$ cat config.mk
export PLATFORM = sky130hd
export DESIGN_NAME = run_ctl
export DESIGN_NICKNAME = d
export VERILOG_FILES = /design/src/rtl/run_ctl.sv
export SDC_FILE = /design/constraint.sdc
export NUM_CORES = 1
export LEC_CHECK = 0
export CORE_MARGIN = 1
export CORE_UTILIZATION = 50
export CTS_BUF_LIST = sky130_fd_sc_hd__clkbuf_2
export CTS_CLUSTER_SIZE = 40
export DETAILED_ROUTE_END_ITERATION = 10
export PLACE_DENSITY = 0.77
export SYNTH_ARGS = -nofsm -noshare
export SYNTH_HDL_FRONTEND = slang
export SYNTH_SLANG_ARGS = --single-unit
$ cat constraint.sdc
create_clock -name clk -period 1.9 [get_ports clk]
set_clock_uncertainty 0.2 [all_clocks]
set_input_delay 0.285 -clock clk [delete_from_list [all_inputs] [get_ports clk]]
set_output_delay 0.285 -clock clk [all_outputs]
set_load 0.01 [all_outputs]
$ cat src/rtl/run_ctl.sv
// Front-panel run controller: debounces run/step/stop buttons and sequences
// single-cycle instruction-issue enables for the core in idle/run/step/halt modes.
module run_ctl #(
   parameter int DEBOUNCE_CYCLES = 4,
   parameter int CNT_W           = 16
) (
   input  logic             clk,
   input  logic             rst_n,
   input  logic             in_sim,
   input  logic             btn_run,
   input  logic             btn_step,
   input  logic             btn_stop,
   input  logic [3:0]       sw_speed,
   input  logic             cpu_halted,
   output logic             cpu_en,
   output logic [1:0]       mode,
   output logic [CNT_W-1:0] step_count,
   output logic             busy
);

   localparam int DW = (DEBOUNCE_CYCLES < 2) ? 1 : $clog2(DEBOUNCE_CYCLES + 1);
   localparam logic [DW-1:0] THR_M1 = DW'(DEBOUNCE_CYCLES - 1);

   typedef enum logic [1:0] {
      ST_IDLE = 2'b00,
      ST_RUN  = 2'b01,
      ST_STEP = 2'b10,
      ST_HALT = 2'b11
   } state_t;

   // Button index 0 = run, 1 = step, 2 = stop.
   logic [2:0]    w_raw;
   logic [2:0]    r_sync1;
   logic [2:0]    r_sync2;
   logic [2:0]    r_deb;
   logic [2:0]    r_press;
   logic [DW-1:0] r_cnt [3];
   logic [DW-1:0] w_thr_m1;

   state_t           r_state;
   state_t           w_state_nxt;
   logic [3:0]       r_div;
   logic [3:0]       w_div_nxt;
   logic             w_en_nxt;
   logic             w_busy_nxt;
   logic             r_en;
   logic             r_busy;
   logic [CNT_W-1:0] r_count;

   assign w_raw    = {btn_stop, btn_step, btn_run};
   assign w_thr_m1 = in_sim ? {DW{1'b0}} : THR_M1;

   // Synchronize and debounce each button; press pulse marks an accepted rise.
   always_ff @(posedge clk or negedge rst_n) begin
      if (!rst_n) begin
         r_sync1 <= 3'b000;
         r_sync2 <= 3'b000;
         r_deb   <= 3'b000;
         r_press <= 3'b000;
         for (int i = 0; i < 3; i++) begin
            r_cnt[i] <= {DW{1'b0}};
         end
      end else begin
         r_sync1 <= w_raw;
         r_sync2 <= r_sync1;
         for (int i = 0; i < 3; i++) begin
            if (r_sync2[i] != r_deb[i]) begin
               if (r_cnt[i] >= w_thr_m1) begin
                  r_deb[i]   <= r_sync2[i];
                  r_cnt[i]   <= {DW{1'b0}};
                  r_press[i] <= r_sync2[i];
               end else begin
                  r_cnt[i]   <= r_cnt[i] + DW'(1);
                  r_press[i] <= 1'b0;
               end
            end else begin
               r_cnt[i]   <= {DW{1'b0}};
               r_press[i] <= 1'b0;
            end
         end
      end
   end

   // Mode next-state, issue enable and free-run divider; halt beats stop beats step beats run.
   always_comb begin
      w_state_nxt = r_state;
      w_div_nxt   = r_div;
      w_en_nxt    = 1'b0;
      case (r_state)
         ST_IDLE: begin
            if (cpu_halted) begin
               w_state_nxt = ST_HALT;
            end else if (r_press[2]) begin
               w_state_nxt = ST_IDLE;
            end else if (r_press[1]) begin
               w_state_nxt = ST_STEP;
               w_en_nxt    = 1'b1;
            end else if (r_press[0]) begin
               w_state_nxt = ST_RUN;
               w_div_nxt   = 4'd0;
            end else begin
               w_state_nxt = ST_IDLE;
            end
         end
         ST_RUN: begin
            if (cpu_halted) begin
               w_state_nxt = ST_HALT;
            end else if (r_press[2]) begin
               w_state_nxt = ST_IDLE;
            end else if (r_div >= sw_speed) begin
               w_en_nxt  = 1'b1;
               w_div_nxt = 4'd0;
            end else begin
               w_div_nxt = r_div + 4'd1;
            end
         end
         ST_STEP: begin
            if (cpu_halted) begin
               w_state_nxt = ST_HALT;
            end else begin
               w_state_nxt = ST_IDLE;
            end
         end
         ST_HALT: begin
            w_state_nxt = ST_HALT;
         end
         default: begin
            w_state_nxt = ST_IDLE;
         end
      endcase
      w_busy_nxt = (w_state_nxt == ST_RUN) || (w_state_nxt == ST_STEP);
   end

   // Mode, enable, busy and saturating issue counter registers.
   always_ff @(posedge clk or negedge rst_n) begin
      if (!rst_n) begin
         r_state <= ST_IDLE;
         r_div   <= 4'd0;
         r_en    <= 1'b0;
         r_busy  <= 1'b0;
         r_count <= {CNT_W{1'b0}};
      end else begin
         r_state <= w_state_nxt;
         r_div   <= w_div_nxt;
         r_en    <= w_en_nxt;
         r_busy  <= w_busy_nxt;
         if (w_en_nxt && (r_count != {CNT_W{1'b1}})) begin
            r_count <= r_count + {{(CNT_W-1){1'b0}}, 1'b1};
         end else begin
            r_count <= r_count;
         end
      end
   end

   assign cpu_en     = r_en;
   assign mode       = r_state;
   assign step_count = r_count;
   assign busy       = r_busy;

endmodule

Word-level counts from Yosys, hierarchy flattened
Cells that the tools add are included.

Register bits after elaboration: 45. Input port bits: 11. Output and inout bits: 20. Word-level logic and storage cells: 82.

Add/sub/neg operators: 5. Order comparisons: 4. Eq/ne operators: 15. Multiplexer cells: 36. Reduce and logical (&&, ||, !) cells: 8.

Operators with widths (number): 4-bit two-way mux (7); 3-bit two-way mux (6); 16-bit by 1-bit adder with 16-bit output, second input constant (1); 16-bit inequality test, second input constant (1); 2-bit two-way mux (7); 1-bit two-way mux (13); 2-bit inequality test, second input constant (6); 3-bit by 1-bit adder with 3-bit output, second input constant (3); 3-bit by 2-bit >= comparator with 1-bit output (3); 2-bit case mux with 4 select lines (1); 4-bit case mux with 2 select lines (1); 7-bit AND reduction (1); 2-bit equality test, second input constant (3); 2-bit AND reduction (3); 4-bit by 1-bit adder with 4-bit output, second input constant (1); 2-bit by 1-bit equality test with 1-bit output, second input constant (2); 4-bit >= comparator (1); 1-bit inequality test (3); 2-bit logical NOT (1); 1-bit case mux with 2 select lines (1); 2-bit nonzero test (1); 1-bit logical AND (1); 1-bit logical OR (1).

Longest topological paths before layout
Gate-level depths: netlist of run 1.

Depth in word-level cells: 7. Gate-level depth with buffers: 8. Depth with buffers taken out: 7.

Least setup slack after synthesis of run 1
No wires, ideal clock.

Kind: reg2reg. Start: register r_div[3]. End: register r_count[1] (netlist: step_count[1]). Library setup time: 125 ps. Arrival time: 1752 ps. Data required time: 1575 ps. Setup slack: -177 ps. Stages on the path, launching flop included: 7. Buffers on the path: 1. Period minus slack after synthesis: 2077 ps. Path through: dfrtp_1 -> ha_1 -> o211ai_1 -> o211ai_1 -> o311a_1 -> buf_6 -> mux2_4.

Word-level cells in the longest chain between the ends: 6.

Ends and longest elaborated chain: from (decl) (RTL line 42) `logic [3:0] r_div;`; from (signal assigned) (RTL line 144) `r_div <= w_div_nxt;`; 4-bit >= comparator (RTL line 110) `end else if (r_div >= sw_speed) begin`; 1-bit two-way mux (RTL line 110); 1-bit two-way mux (RTL line 108) `end else if (r_press[2]) begin`; 1-bit two-way mux (RTL line 106) `if (cpu_halted) begin`; 1-bit case mux with 2 select lines (RTL line 89) `case (r_state)`; 1-bit logical AND (RTL line 147) `if (w_en_nxt && (r_count != {CNT_W{1'b1}})) begin`; to (signal assigned) (RTL line 141) `r_count <= {CNT_W{1'b0}};`; to (signal assigned) (RTL line 148) `r_count <= r_count + {{(CNT_W-1){1'b0}}, 1'b1};`; to (signal assigned) (RTL line 150) `r_count <= r_count;`; to (decl) (RTL line 48) `logic [CNT_W-1:0] r_count;`.

No other way between the ends. A chain may end at the register's enable or synchronous reset.

Worst setup path in the final report of run 1
Ends and elaborated chain as after synthesis.

==> results of run 1 <==
[where the power goes]
| part | total (uW) | switching (uW) | internal [uW] | leakage (uW) |
|---|---|---|---|---|
| Clock | 355 | 280 | 75.1 | 0.0000247 |
| Sequential | 1140 | 77.4 | 1060 | 0.000591 |
| Combinational | 448 | 199 | 249 | 0.000929 |
| Total | 1940 | 556 | 1390 | 0.00154 |
[kinds of logic after synthesis]
logic type / Yosys count / synth area share
adders and majority gates: 15 / 0.08998
muxes: 4 / 0.02339
DFF: 45 / 0.5399
AOI/OAI and AO/OA: 20 / 0.06599
buffers and inverters: 13 / 0.02759
and+or+nand+nor: 64 / 0.1818
xor gates and xnor gates: 17 / 0.07138
[worst min path at each step]
| stage | endpoint | cells past startpoint |
|---|---|---|
| floorplan | busy | 0 |
| global placement | step_count[6] | 1 |
| detailed placement | step_count[9] | 1 |
| CTS | r_sync1[2] | 1 |
| global route | r_sync1[0] | 1 |
| finish | r_sync1[2] | 1 |
[layer usage]
metal  part of all wire  vias to the layer above  global-route usage
met4              0.015                        0             0.09840
li1                   -                      771                   -
met3              0.048                        7             0.05822
met2               0.52                       45              0.3889
met1               0.42                      819              0.2561
met5                  0                        -                   0
[worst reg2reg max path, cell delays in order, from the launching register on]
cell      delay, ns
dfrtp_1        0.46
ha_4           0.28
o211ai_1       0.08
o211ai_1       0.17
buf_4          0.16
o311a_4        0.24
mux2_4         0.31
[cell usage after synthesis (4+ instances only)]
cell	instances	area, um^2
xor2_1	6	52.55
nand2b_1	4	25.02
nor2b_1	4	25.02
xnor2_1	11	96.34
and3_1	14	87.58
inv_1	10	37.54
ha_1	15	187.7
nor3b_1	6	45.04
nand3_1	5	25.02
nand2_1	12	45.04
nor2_1	4	15.01
nand4_1	4	25.02
dfrtp_1	45	1126
[area by class of cell]
cell class                      instances  area (um^2)
Sequential cell                        45         1127
Multi-Input combinational cell        120        958.4
Fill cell                             265         1186
Tap cell                               50        62.56
Inverter                               10        37.54
Timing Repair Buffer                   68        598.1
Clock buffer                            5        25.02
Clock inverter                          1        5.005
[sequential cells by signal (all words and copies together) (netlist names)]
register,flops
step_count,16
r_press,3
r_sync1,3
r_sync2,3
mode,2
cpu_en,1
r_cnt,9
r_deb,3
busy,1
r_div,4
[stage by stage]
stage	cells	worst slack, ns	hold WS, ns	setup TNS (ns)
2_1_floorplan	178	-0.1771	-0.2106	-0.9375
3_3_place_gp	280	-0.5911	0.06888	-13.33
3_5_place_dp	280	-0.6952	0.08538	-15.54
4_1_cts	296	-0.1091	0.07778	-0.5275
5_1_grt	299	-0.1803	0.06398	-1.917
6_report	299	-0.1050	0.09859	-0.4537
[what timing repair did]
| action | CTS | global route |
|---|---|---|
| setup endpoints to repair | 34 | 30 |
| pin swaps | 3 | 8 |
| endpoints found under the hold margin | 29 | 0 |
| setup buffers | 9 | 3 |
| resized for setup | 15 | 11 |
| hold buffers | 1 | 0 |
==> Flow_metrics.wiki, run 1 <==
{| class="wikitable"
! Metric !! Value
|-
| Pin count of the biggest net entering global routing || 27
|-
| Maximum clock frequency || ~500 MHz
|-
| Startpoint-to-endpoint class of the critical path || flop to flop
|-
| Root Buffer || clkbuf_2
|-
| Source-to-sink clock delay at the later pin of the worst-skew pair || 0.40 ns
|-
| Share of final-layout standard cells stronger than drive strength 1 || 0.2490
|-
| Total design power || 1945 uW
|-
| Post-DP Area || ~2600 um^2
|-
| Post-Synthesis Net Count || ~200
|-
| Synthesis-stage register bit count || 45
|-
| Total global routing track utilization || 0.2237
|-
| Clock transition at the registers of the reported paths || 0.21 ns
|-
| Element type at the critical path end || flop
|-
| Synthesized area || 2086 um^2
|-
| Violated checks || negative setup slack
|-
| Maximum count of clock buffers along a single path || 2
|-
| DR DRC count || 0
|-
| Most common cell after layout, fill and taps aside || dfrtp_1
|-
| Number of distinct standard cells referenced by the synthesized netlist || 39
|-
| Post-synthesis average cell area || roughly 12 um^2
|-
| Starting DRT DRC Count || 68
|-
| Synthesis-to-layout area growth || 34.91%
|-
| Global-route wire length before repair || roughly 7400 um
|-
| Worst-path fanout max || 8
|-
| Least setup slack across all paths after layout || -0.1050 ns
|-
| Seq/Total Area, Yosys || 0.5399
|-
| Number of buffers and inverters on the critical path || 1
|-
| Clock tree from TritonCTS || done
|-
| Most used flip-flop cell after synthesis || dfrtp_1
|-
| Initial cell density of the core || 0.5214
|-
| Number of rows created at floorplan || 23
|-
| Post-route cell area || approximately 2800 um^2
|-
| Number of clock buffers inserted by TritonCTS || 5
|-
| Startpoint of the worst setup timing path || r_div[3]
|-
| Slew margin rel. || 0.6699
|-
| Period Utilization, post-route || 1.055
|-
| Crit path capture || step_count[1]
|-
| TritonRoute pass-1 iters || 4
|-
| Number of global-route vias before repair || between 1500 and 2000
|-
| Final worst path period need || ~2 ns
|-
| Share of flip-flops with an asynchronous set or reset after synthesis || 1.000
|-
| Destination of the worst register-to-register timing path || step_count[1]
|-
| Wirelength per Cell || roughly 15 um
|-
| Number of buffer cells added on primary ports || 30
|-
| H-tree lvl count || 2
|-
| Core area || ~4000 um^2
|-
| Number of pins with negative max-slew slack in the final report || 0
|-
| Crit-path cells || ha_4 -> o211ai_1 -> o211ai_1 -> buf_4 -> o311a_4 -> mux2_4
|-
| Arrival time at the worst endpoint || approximately 2.1 ns
|-
| Setup slack of the most critical reg-to-reg path || -0.11 ns
|-
| Number of vias in the routed layout || around 1600
|-
| Static power due to leakage || about 0.0015 uW
|-
| Hold Violations, Final || 0
|-
| Synthesis Warnings || 0
|-
| DRT Wirelength || 4477 um
|-
| Worst r2r path cells || 6
|-
| Nets || 276
|-
| Top delay family on crit path || compound AO/OA/AOI/OAI gates
|-
| Post-synthesis cell count || 178
|-
| Vias/cell || 5.492
|-
| Detailed Place HPWL || about 3200 um
|-
| Setup repair after global routing missed its margin || true
|-
| Die Footprint || 4434 um^2
|-
| Slew of the pin with the lowest slew margin || roughly 0.50 ns
|-
| Initial antenna violation count || 0
|-
| Power per cell area || a little under 700 nW/um^2
|-
| Final count of negative-setup-slack endpoints || 13
|-
| Final core occ || 0.7035
|-
| Width of the die || ~67 um
|-
| Total clock sinks || between 40 and 50
|-
| Most numerous cell on the critical path || o211ai_1
|-
| Antenna fix cells || 0
|-
| Run status || finished with violations
|-
| Worst VDD drop || roughly 0.54 mV
|-
| Maximum single-stage delay on the critical path || 0.46 ns
|-
| Type of the tightest min-delay check || primary input to flop
|-
| Residual antenna-violating net count after detailed routing || 0
|-
| Most frequent cells in the layout || dfrtp_1 (44), buf_4 (36), and3_1 (14), ha_1 (14), clkdlybuf4s50_1 (13)
|-
| Max_cap viols || 0
|-
| Kind of start point of the critical path || flop
|-
| Placer congestion estimate || 0.8352
|-
| Data required time of the critical path || ~2.0 ns
|-
| Origin of the worst min-delay path || btn_stop
|-
| Levels on crit path || 6
|-
| Beginning of the worst register-to-register path || r_div[3]
|-
| EDFF count, synth || 0
|-
| Top-level port count || 31
|-
| Die height || ~67 um
|-
| Worst-path cell with the longest stage delay || dfrtp_1
|-
| Overflow after GRT || 0
|}
(Power assumes the default switching activity.)
==> run 2: changes to the inputs <==
--- a/config.mk
+++ b/config.mk
@@ -10,7 +10,7 @@
 export CTS_BUF_LIST = sky130_fd_sc_hd__clkbuf_2
 export CTS_CLUSTER_SIZE = 40
 export DETAILED_ROUTE_END_ITERATION = 10
-export PLACE_DENSITY = 0.77
+export PLACE_DENSITY = 0.75
 export SYNTH_ARGS = -nofsm -noshare
 export SYNTH_HDL_FRONTEND = slang
 export SYNTH_SLANG_ARGS = --single-unit
==> constraint.sdc (replaced) <==
create_clock -name clk -period 2 [get_ports clk]
set_clock_uncertainty 0.2 [all_clocks]
set_input_delay 0.3 -clock clk [delete_from_list [all_inputs] [get_ports clk]]
set_output_delay 0.3 -clock clk [all_outputs]
set_load 0.01 [all_outputs]
==> run 2 against run 1 <==
  * The flow still finishes with violations (negative setup slack)
  * Worst hold slack improved by 0.012 ns
  * Cell count shrank 2.3%
  * Highest routed layer unchanged
  * Critical path type unchanged
  * Sequential share of layout area rose by 0.83 points
  * Count of clock-buffer cells in the layout stayed put
  * Register-to-register slack improved by 0.10 ns
  * Wire length is 7.0% lower
  * Via count down 6.3%
==> Flow_metrics.wiki, run 2 (synthesis gave the netlist of run 1 again) <==
{| class="wikitable"
! Metric !! Value
|-
| Post-route cell area || approximately 2800 um^2
|-
| Synthesis-to-layout area growth || 32.45%
|-
| Residual antenna-violating net count after detailed routing || 0
|-
| Initial cell density of the core || 0.5214
|-
| Number of clock buffers inserted by TritonCTS || 5
|-
| Kind of start point of the critical path || flop
|-
| Maximum count of clock buffers along a single path || 2
|-
| Flip-flop count of the largest register, all copies and words added || 16
|-
| Number of global-route vias before repair || between 1500 and 2000
|-
| Worst setup timing slack at the placement stage || -0.5747 ns
|-
| Run status || finished with violations
|-
| Arrival time at the worst endpoint || between 2 and 2.5 ns
|-
| Starting DRT DRC Count || just under 60
|-
| Share of final-layout standard cells stronger than drive strength 1 || 0.2190
|-
| Worst-path fanout max || 8
|-
| Final count of negative-setup-slack endpoints || 1
|-
| Clock transition at the registers of the reported paths || 0.22 ns
|-
| Vias/cell || approximately 5.3
|-
| Startpoint-to-endpoint class of the critical path || flop to flop
|-
| Violated checks || negative setup slack
|-
| Number of pins with negative max-slew slack in the final report || 0
|-
| Die Footprint || between 4000 and 5000 um^2
|-
| DRT Wirelength || between 4000 and 5000 um
|-
| Footprint of the flip-flops and latches || 1130 um^2
|-
| Worst VDD drop || just under 0.5 mV
|-
| Max_cap viols || 0
|-
| H-tree lvl count || 2
|-
| Nets || 267
|-
| Setup TNS || -0.002361 ns
|-
| Total clock sinks || 45
|-
| Data required time of the critical path || 2.11 ns
|-
| Width of the die || 66.59 um
|-
| Hold_ws || 0.1108 ns
|-
| Detailed Place HPWL || 2823 um
|-
| Post-DP Area || ~2600 um^2
|-
| Clock tree from TritonCTS || done
|-
| Antenna fix cells || 0
|-
| Number of vias in the routed layout || between 1500 and 2000
|-
| Top-level port count || 31
|-
| Root Buffer || clkbuf_2
|-
| Wirelength per Cell || 14.26 um
|-
| Core area || around 4000 um^2
|-
| Area taken by multi-input logic gates || between 900 and 1000 um^2
|-
| Global-route wire length before repair || roughly 6600 um
|-
| Most common cell after layout, fill and taps aside || dfrtp_1
|-
| Number of buffer cells added on primary ports || 30
|-
| Least setup slack across all paths after layout || -0.002361 ns
|-
| Setup repair after global routing missed its margin || true
|-
| Type of the tightest min-delay check || primary input to flop
|-
| Most frequent cells in the layout || dfrtp_1 (42), buf_4 (26), clkdlybuf4s50_1 (22)
|-
| DR DRC count || 0
|-
| Hold Violations, Final || 0
|-
| Period Utilization, post-route || 1.001
|-
| Source-to-sink clock delay at the later pin of the worst-skew pair || roughly 0.4 ns
|-
| Total global routing track utilization || 0.1998
|-
| Final worst path period need || ~2 ns
|-
| Filler cell count in the final layout || ~290
|-
| Slew margin rel. || 0.7693
|-
| Overflow after GRT || 0
|-
| Final core occ || 0.6906
|-
| Static power due to leakage || 0.001438 uW
|-
| Slew of the pin with the lowest slew margin || approximately 0.34 ns
|-
| Initial antenna violation count || 0
|-
| Element type at the critical path end || flop
|-
| Power per cell area || 666.3 nW/um^2
|-
| Number of rows created at floorplan || 23
|-
| Pin count of the biggest net entering global routing || 46
|-
| Placer congestion estimate || roughly 0.8
|-
| Maximum clock frequency || 499.4 MHz
|-
| Die height || around 67 um
|-
| TritonRoute pass-1 iters || 4
|}
## run 2: changes by cell type in the layout (fill, tap and decap cells not counted), sizes merged
| cell | before | now |
|---|---|---|
| buf | 38 | 29 |
| clkinv | 1 | 3 |
| clkdlybuf4s50 | 13 | 22 |
| dlygate4sd2 | 10 | 2 |
| dlymetal6s2s | 6 | 5 |
## run 2: metrics by stage
step,power (uW),instances
floorplan,1323,178
global placement,1453,275
detailed placement,1505,275
CTS,1861,287
finish,1841,292
global route,1961,292
## run 2: path summary, 6_finish.rpt
check / cells past startpoint / start / slack, ns / endpoint
min in group asynchronous: 3 / rst_n / 0.18 / step_count[6]
max in group asynchronous: 3 / rst_n / 1.20 / r_sync1[1]
setup reg to reg: 6 / r_div[3] / -0.002 / step_count[1]
setup / recovery: 6 / r_div[3] / -0.002 / step_count[1]
hold / removal: 1 / btn_stop / 0.11 / r_sync1[2]
hold reg to reg: 0 / r_sync1[0] / 0.18 / r_sync2[0]
## run 2: metal layers
layer | track usage | up-vias | wire [um]
met3 | 0.04966 | 2 | 131
met1 | 0.2458 | 759 | 1840
met2 | 0.3434 | 27 | 2175
met4 | 0.05851 | 0 | 18
li1 | - | 751 | -
met5 | 0 | - | 0
## run 2: worst max-delay path: stages, from the launching register on
cell      delay, ns
dfrtp_1        0.48
ha_4           0.28
o211ai_1       0.07
o211ai_1       0.16
buf_4          0.17
o311a_4        0.25
mux2_4         0.31
## run 2: what timing repair did
action	in CTS	in global routing
hold endpoints to repair	45	0
resized for setup	4	16
hold buffers	1	0
pin swaps	1	8
setup buffers	3	5
setup endpoints to repair	17	26
## run 2: layout make-up
type,instances,share of cell area
clock buffers,5,0.009058
clock inverters,3,0.004529
inverters,10,0.01359
multi-input cells,120,0.3451
flip-flops and latches,45,0.4090
well taps,50,0.02264
repair buffers,59,0.1961
## run 2: where the power goes
part | switching (uW) | internal [uW] | leakage, uW
clock | 274 | 76.8 | 0.0000278
combinational | 183 | 222 | 0.000823
sequential | 73.5 | 1010 | 0.000587
total | 531 | 1310 | 0.00144
==> run 3: changes to the inputs <==
--- a/config.mk
+++ b/config.mk
@@ -6,11 +6,11 @@
 export NUM_CORES = 1
 export LEC_CHECK = 0
 export CORE_MARGIN = 1
-export CORE_UTILIZATION = 50
+export CORE_UTILIZATION = 45
 export CTS_BUF_LIST = sky130_fd_sc_hd__clkbuf_2
 export CTS_CLUSTER_SIZE = 40
 export DETAILED_ROUTE_END_ITERATION = 10
-export PLACE_DENSITY = 0.75
+export PLACE_DENSITY = 0.68
 export SYNTH_ARGS = -nofsm -noshare
 export SYNTH_HDL_FRONTEND = slang
 export SYNTH_SLANG_ARGS = --single-unit
==> constraint.sdc (replaced) <==
create_clock -name clk -period 2.6 [get_ports clk]
set_clock_uncertainty 0.2 [all_clocks]
set_input_delay 0.39 -clock clk [delete_from_list [all_inputs] [get_ports clk]]
set_output_delay 0.39 -clock clk [all_outputs]
set_load 0.01 [all_outputs]
==> run 3 against run 2 <==
  * The run now ends clean
  * Combinational power is 25% lower
  * Sequential share of layout area grew 3.8 points
  * First-iteration DRC count increased by 41%
  * Utilization is 12 points lower
  * Die area rose by 11%
  * Sequential cell count stayed put
==> Flow_metrics.wiki, run 3 (synthesis gave the netlist of run 1 again) <==
{| class="wikitable"
! Metric !! Value
|-
| Run status || finished, final reports clean
|-
| Period Utilization, post-route || 0.8593
|-
| Overflow after GRT || 0
|-
| Worst Hold Path EP || r_sync2[1]
|-
| Area taken by multi-input logic gates || 902.1 um^2
|-
| Number of pins with negative max-slew slack in the final report || 0
|-
| Number of global-route vias before repair || 1525
|-
| Filler cell count in the final layout || between 300 and 400
|-
| Initial antenna violation count || 0
|-
| Kind of start point of the critical path || flop
|-
| Flip-flop count of the largest register, all copies and words added || 16
|-
| Total net switching power || 413.8 uW
|-
| Antenna fix cells || 0
|-
| Worst-path fanout max || 8
|-
| Residual antenna-violating net count after detailed routing || 0
|-
| Slew margin rel. || 0.6501
|-
| Root Buffer || clkbuf_2
|-
| Slew of the pin with the lowest slew margin || approximately 0.52 ns
|-
| Clock transition at the registers of the reported paths || about 0.22 ns
|-
| GRT met3 Usage || 0.04040
|-
| Maximum count of clock buffers along a single path || 2
|-
| Element type at the critical path end || flop
|-
| Die Footprint || 4911 um^2
|-
| Final count of negative-setup-slack endpoints || 0
|-
| Die height || around 70 um
|-
| Origin of the worst min-delay path || r_sync1[1]
|-
| Final worst path period need || roughly 2.2 ns
|-
| Global-route track usage on met2 || 0.2810
|-
| Static power due to leakage || roughly 0.0012 uW
|-
| Proportion of power drawn by flip-flops and latches || 0.589
|-
| Setup repair after global routing missed its margin || false
|-
| Arrival time at the worst endpoint || between 2 and 2.5 ns
|-
| Clock tree from TritonCTS || done
|-
| Max_cap viols || 0
|-
| Total global routing track utilization || 0.1798
|-
| Global routing usage on met1 || 0.2390
|-
| Most frequent cells in the layout || dfrtp_1 (45), clkdlybuf4s50_1 (29), ha_1 (15)
|-
| Gr busiest metal || met2
|-
| Layout Cells excl Fill || 272
|-
| Beginning of the worst register-to-register path || r_div[0]
|-
| Worst r2r path cells || 6
|-
| Data required time of the critical path || 2.71 ns
|-
| Synthesis-to-layout area growth || 20.76%
|-
| Placed Cells incl. Taps || 263
|-
| Internal power consumption || 1003 uW
|-
| Share of final-layout standard cells stronger than drive strength 1 || 0.09091
|-
| Nets || about 250
|-
| Type of the tightest min-delay check || flop to flop
|-
| Worst VDD drop || 0.3398 mV
|-
| Count of buffers added by post-CTS timing repair for setup || 0
|-
| Footprint of the flip-flops and latches || 1126 um^2
|-
| Number of clock buffers inserted by TritonCTS || 5
|-
| Source-to-sink clock delay at the later pin of the worst-skew pair || roughly 0.40 ns
|-
| Maximum clock frequency || between 400 and 500 MHz
|-
| Proportion of power drawn by combinational gates || 0.215
|-
| Global-route wire length before repair || approximately 6900 um
|-
| Total clock sinks || 45
|-
| Clock share of power || 0.195
|-
| Pin count of the biggest net entering global routing || 24
|-
| Initial cell density of the core || 0.4725
|-
| H-tree lvl count || 2
|-
| TritonRoute pass-1 iters || 4
|-
| Vias/cell || between 5 and 6
|-
| Setup slack of the most critical reg-to-reg path || 0.37 ns
|-
| Post-DP Area || ~2500 um^2
|-
| DRT Wirelength || 3884 um
|-
| Number of buffer cells added on primary ports || 30
|-
| Top-level port count || 31
|-
| Count of cells along the worst hold path || 0
|-
| Post-route cell area || 2519 um^2
|-
| Number of vias in the routed layout || between 1000 and 1500
|-
| Hold Violations, Final || 0
|-
| DR DRC count || 0
|-
| Destination of the worst register-to-register timing path || step_count[1]
|-
| Starting DRT DRC Count || between 80 and 90
|-
| Detailed Place HPWL || between 2000 and 3000 um
|-
| Most common cell after layout, fill and taps aside || dfrtp_1
|-
| Startpoint-to-endpoint class of the critical path || flop to flop
|-
| Power per cell area || between 500 and 600 nW/um^2
|-
| Core area || 4414 um^2
|-
| Number of rows created at floorplan || 24
|-
| Net Sw Frac || 0.2920
|-
| Startpoint of the worst setup timing path || r_div[0]
|-
| Placer congestion estimate || 0.7827
|-
| Wirelength per Cell || around 14 um
|-
| Width of the die || around 70 um
|}
run 3: changes by cell type in the layout (fill, tap and decap cells not counted), moves of 2 or more:
| cell | before | now |
|---|---|---|
| dlygate4sd2_1 | 2 | 0 |
| clkdlybuf4s50_1 | 22 | 29 |
| buf_4 | 26 | 6 |
| dfrtp_1 | 42 | 45 |
| dlymetal6s2s_1 | 5 | 0 |
| dfrtp_2 | 3 | 0 |
run 3: area by class of cell:
class                           instances  area share
Clock inverter                          3    0.004968
Clock buffer                            5    0.009935
Inverter                               10     0.01490
Timing Repair Buffer                   37      0.1391
Multi-Input combinational cell        120      0.3582
Sequential cell                        45      0.4471
Tap cell                               52     0.02583
run 3: routing by layer:
metal | wire length, um | vias up
met4 | 78 | 0
met2 | 1798 | 28
met3 | 144 | 7
li1 | - | 708
met5 | 0 | -
met1 | 1863 | 705
run 3: timing repair:
| action | CTS | global route |
|---|---|---|
| hold endpoints to repair | 22 | 0 |
| gates resized for setup | 0 | 0 |
| setup endpoints to repair | 0 | 0 |
| hold buffers | 1 | 0 |
run 3: critical path, cell delays in order (launching register included):
cell,delay [ns]
dfrtp_1,0.48
inv_1,0.07
ha_1,0.27
nor3b_1,0.04
o211ai_1,0.32
o311a_1,0.44
mux2_4,0.33
run 3: power groups by stage:
stage	sequential, uW	combinational (uW)	clock [uW]
6_report	835	305	277
3_5_place_dp	848	307	0
2_1_floorplan	833	185	0
4_1_cts	835	310	294
3_3_place_gp	840	276	0
5_1_grt	847	351	321
run 3: metrics by stage:
| step | hold WS (ns) | TNS [ns] | utilization | power, uW | setup WS, ns |
|---|---|---|---|---|---|
| floorplan | -0.1056 | 0 | - | 1018 | 0.5065 |
| global placement | 0.1323 | -0.01921 | 0.5598 | 1116 | -0.01921 |
| detailed placement | 0.1404 | -0.3060 | 0.5598 | 1156 | -0.08863 |
| CTS | 0.1572 | 0 | 0.5706 | 1439 | 0.3398 |
| global route | 0.1308 | 0 | 0.5706 | 1520 | 0.2219 |
| finish | 0.1821 | 0 | 0.5706 | 1417 | 0.3658 |
run 3: worst max path at each step:
stage,slack (ns),cells past startpoint,endpoint
4_1_cts,0.34,6,step_count[1]
6_report,0.37,6,step_count[1]
5_1_grt,0.22,7,step_count[5]
3_3_place_gp,-0.02,7,step_count[1]
3_5_place_dp,-0.09,7,step_count[1]
2_1_floorplan,0.51,7,step_count[1]
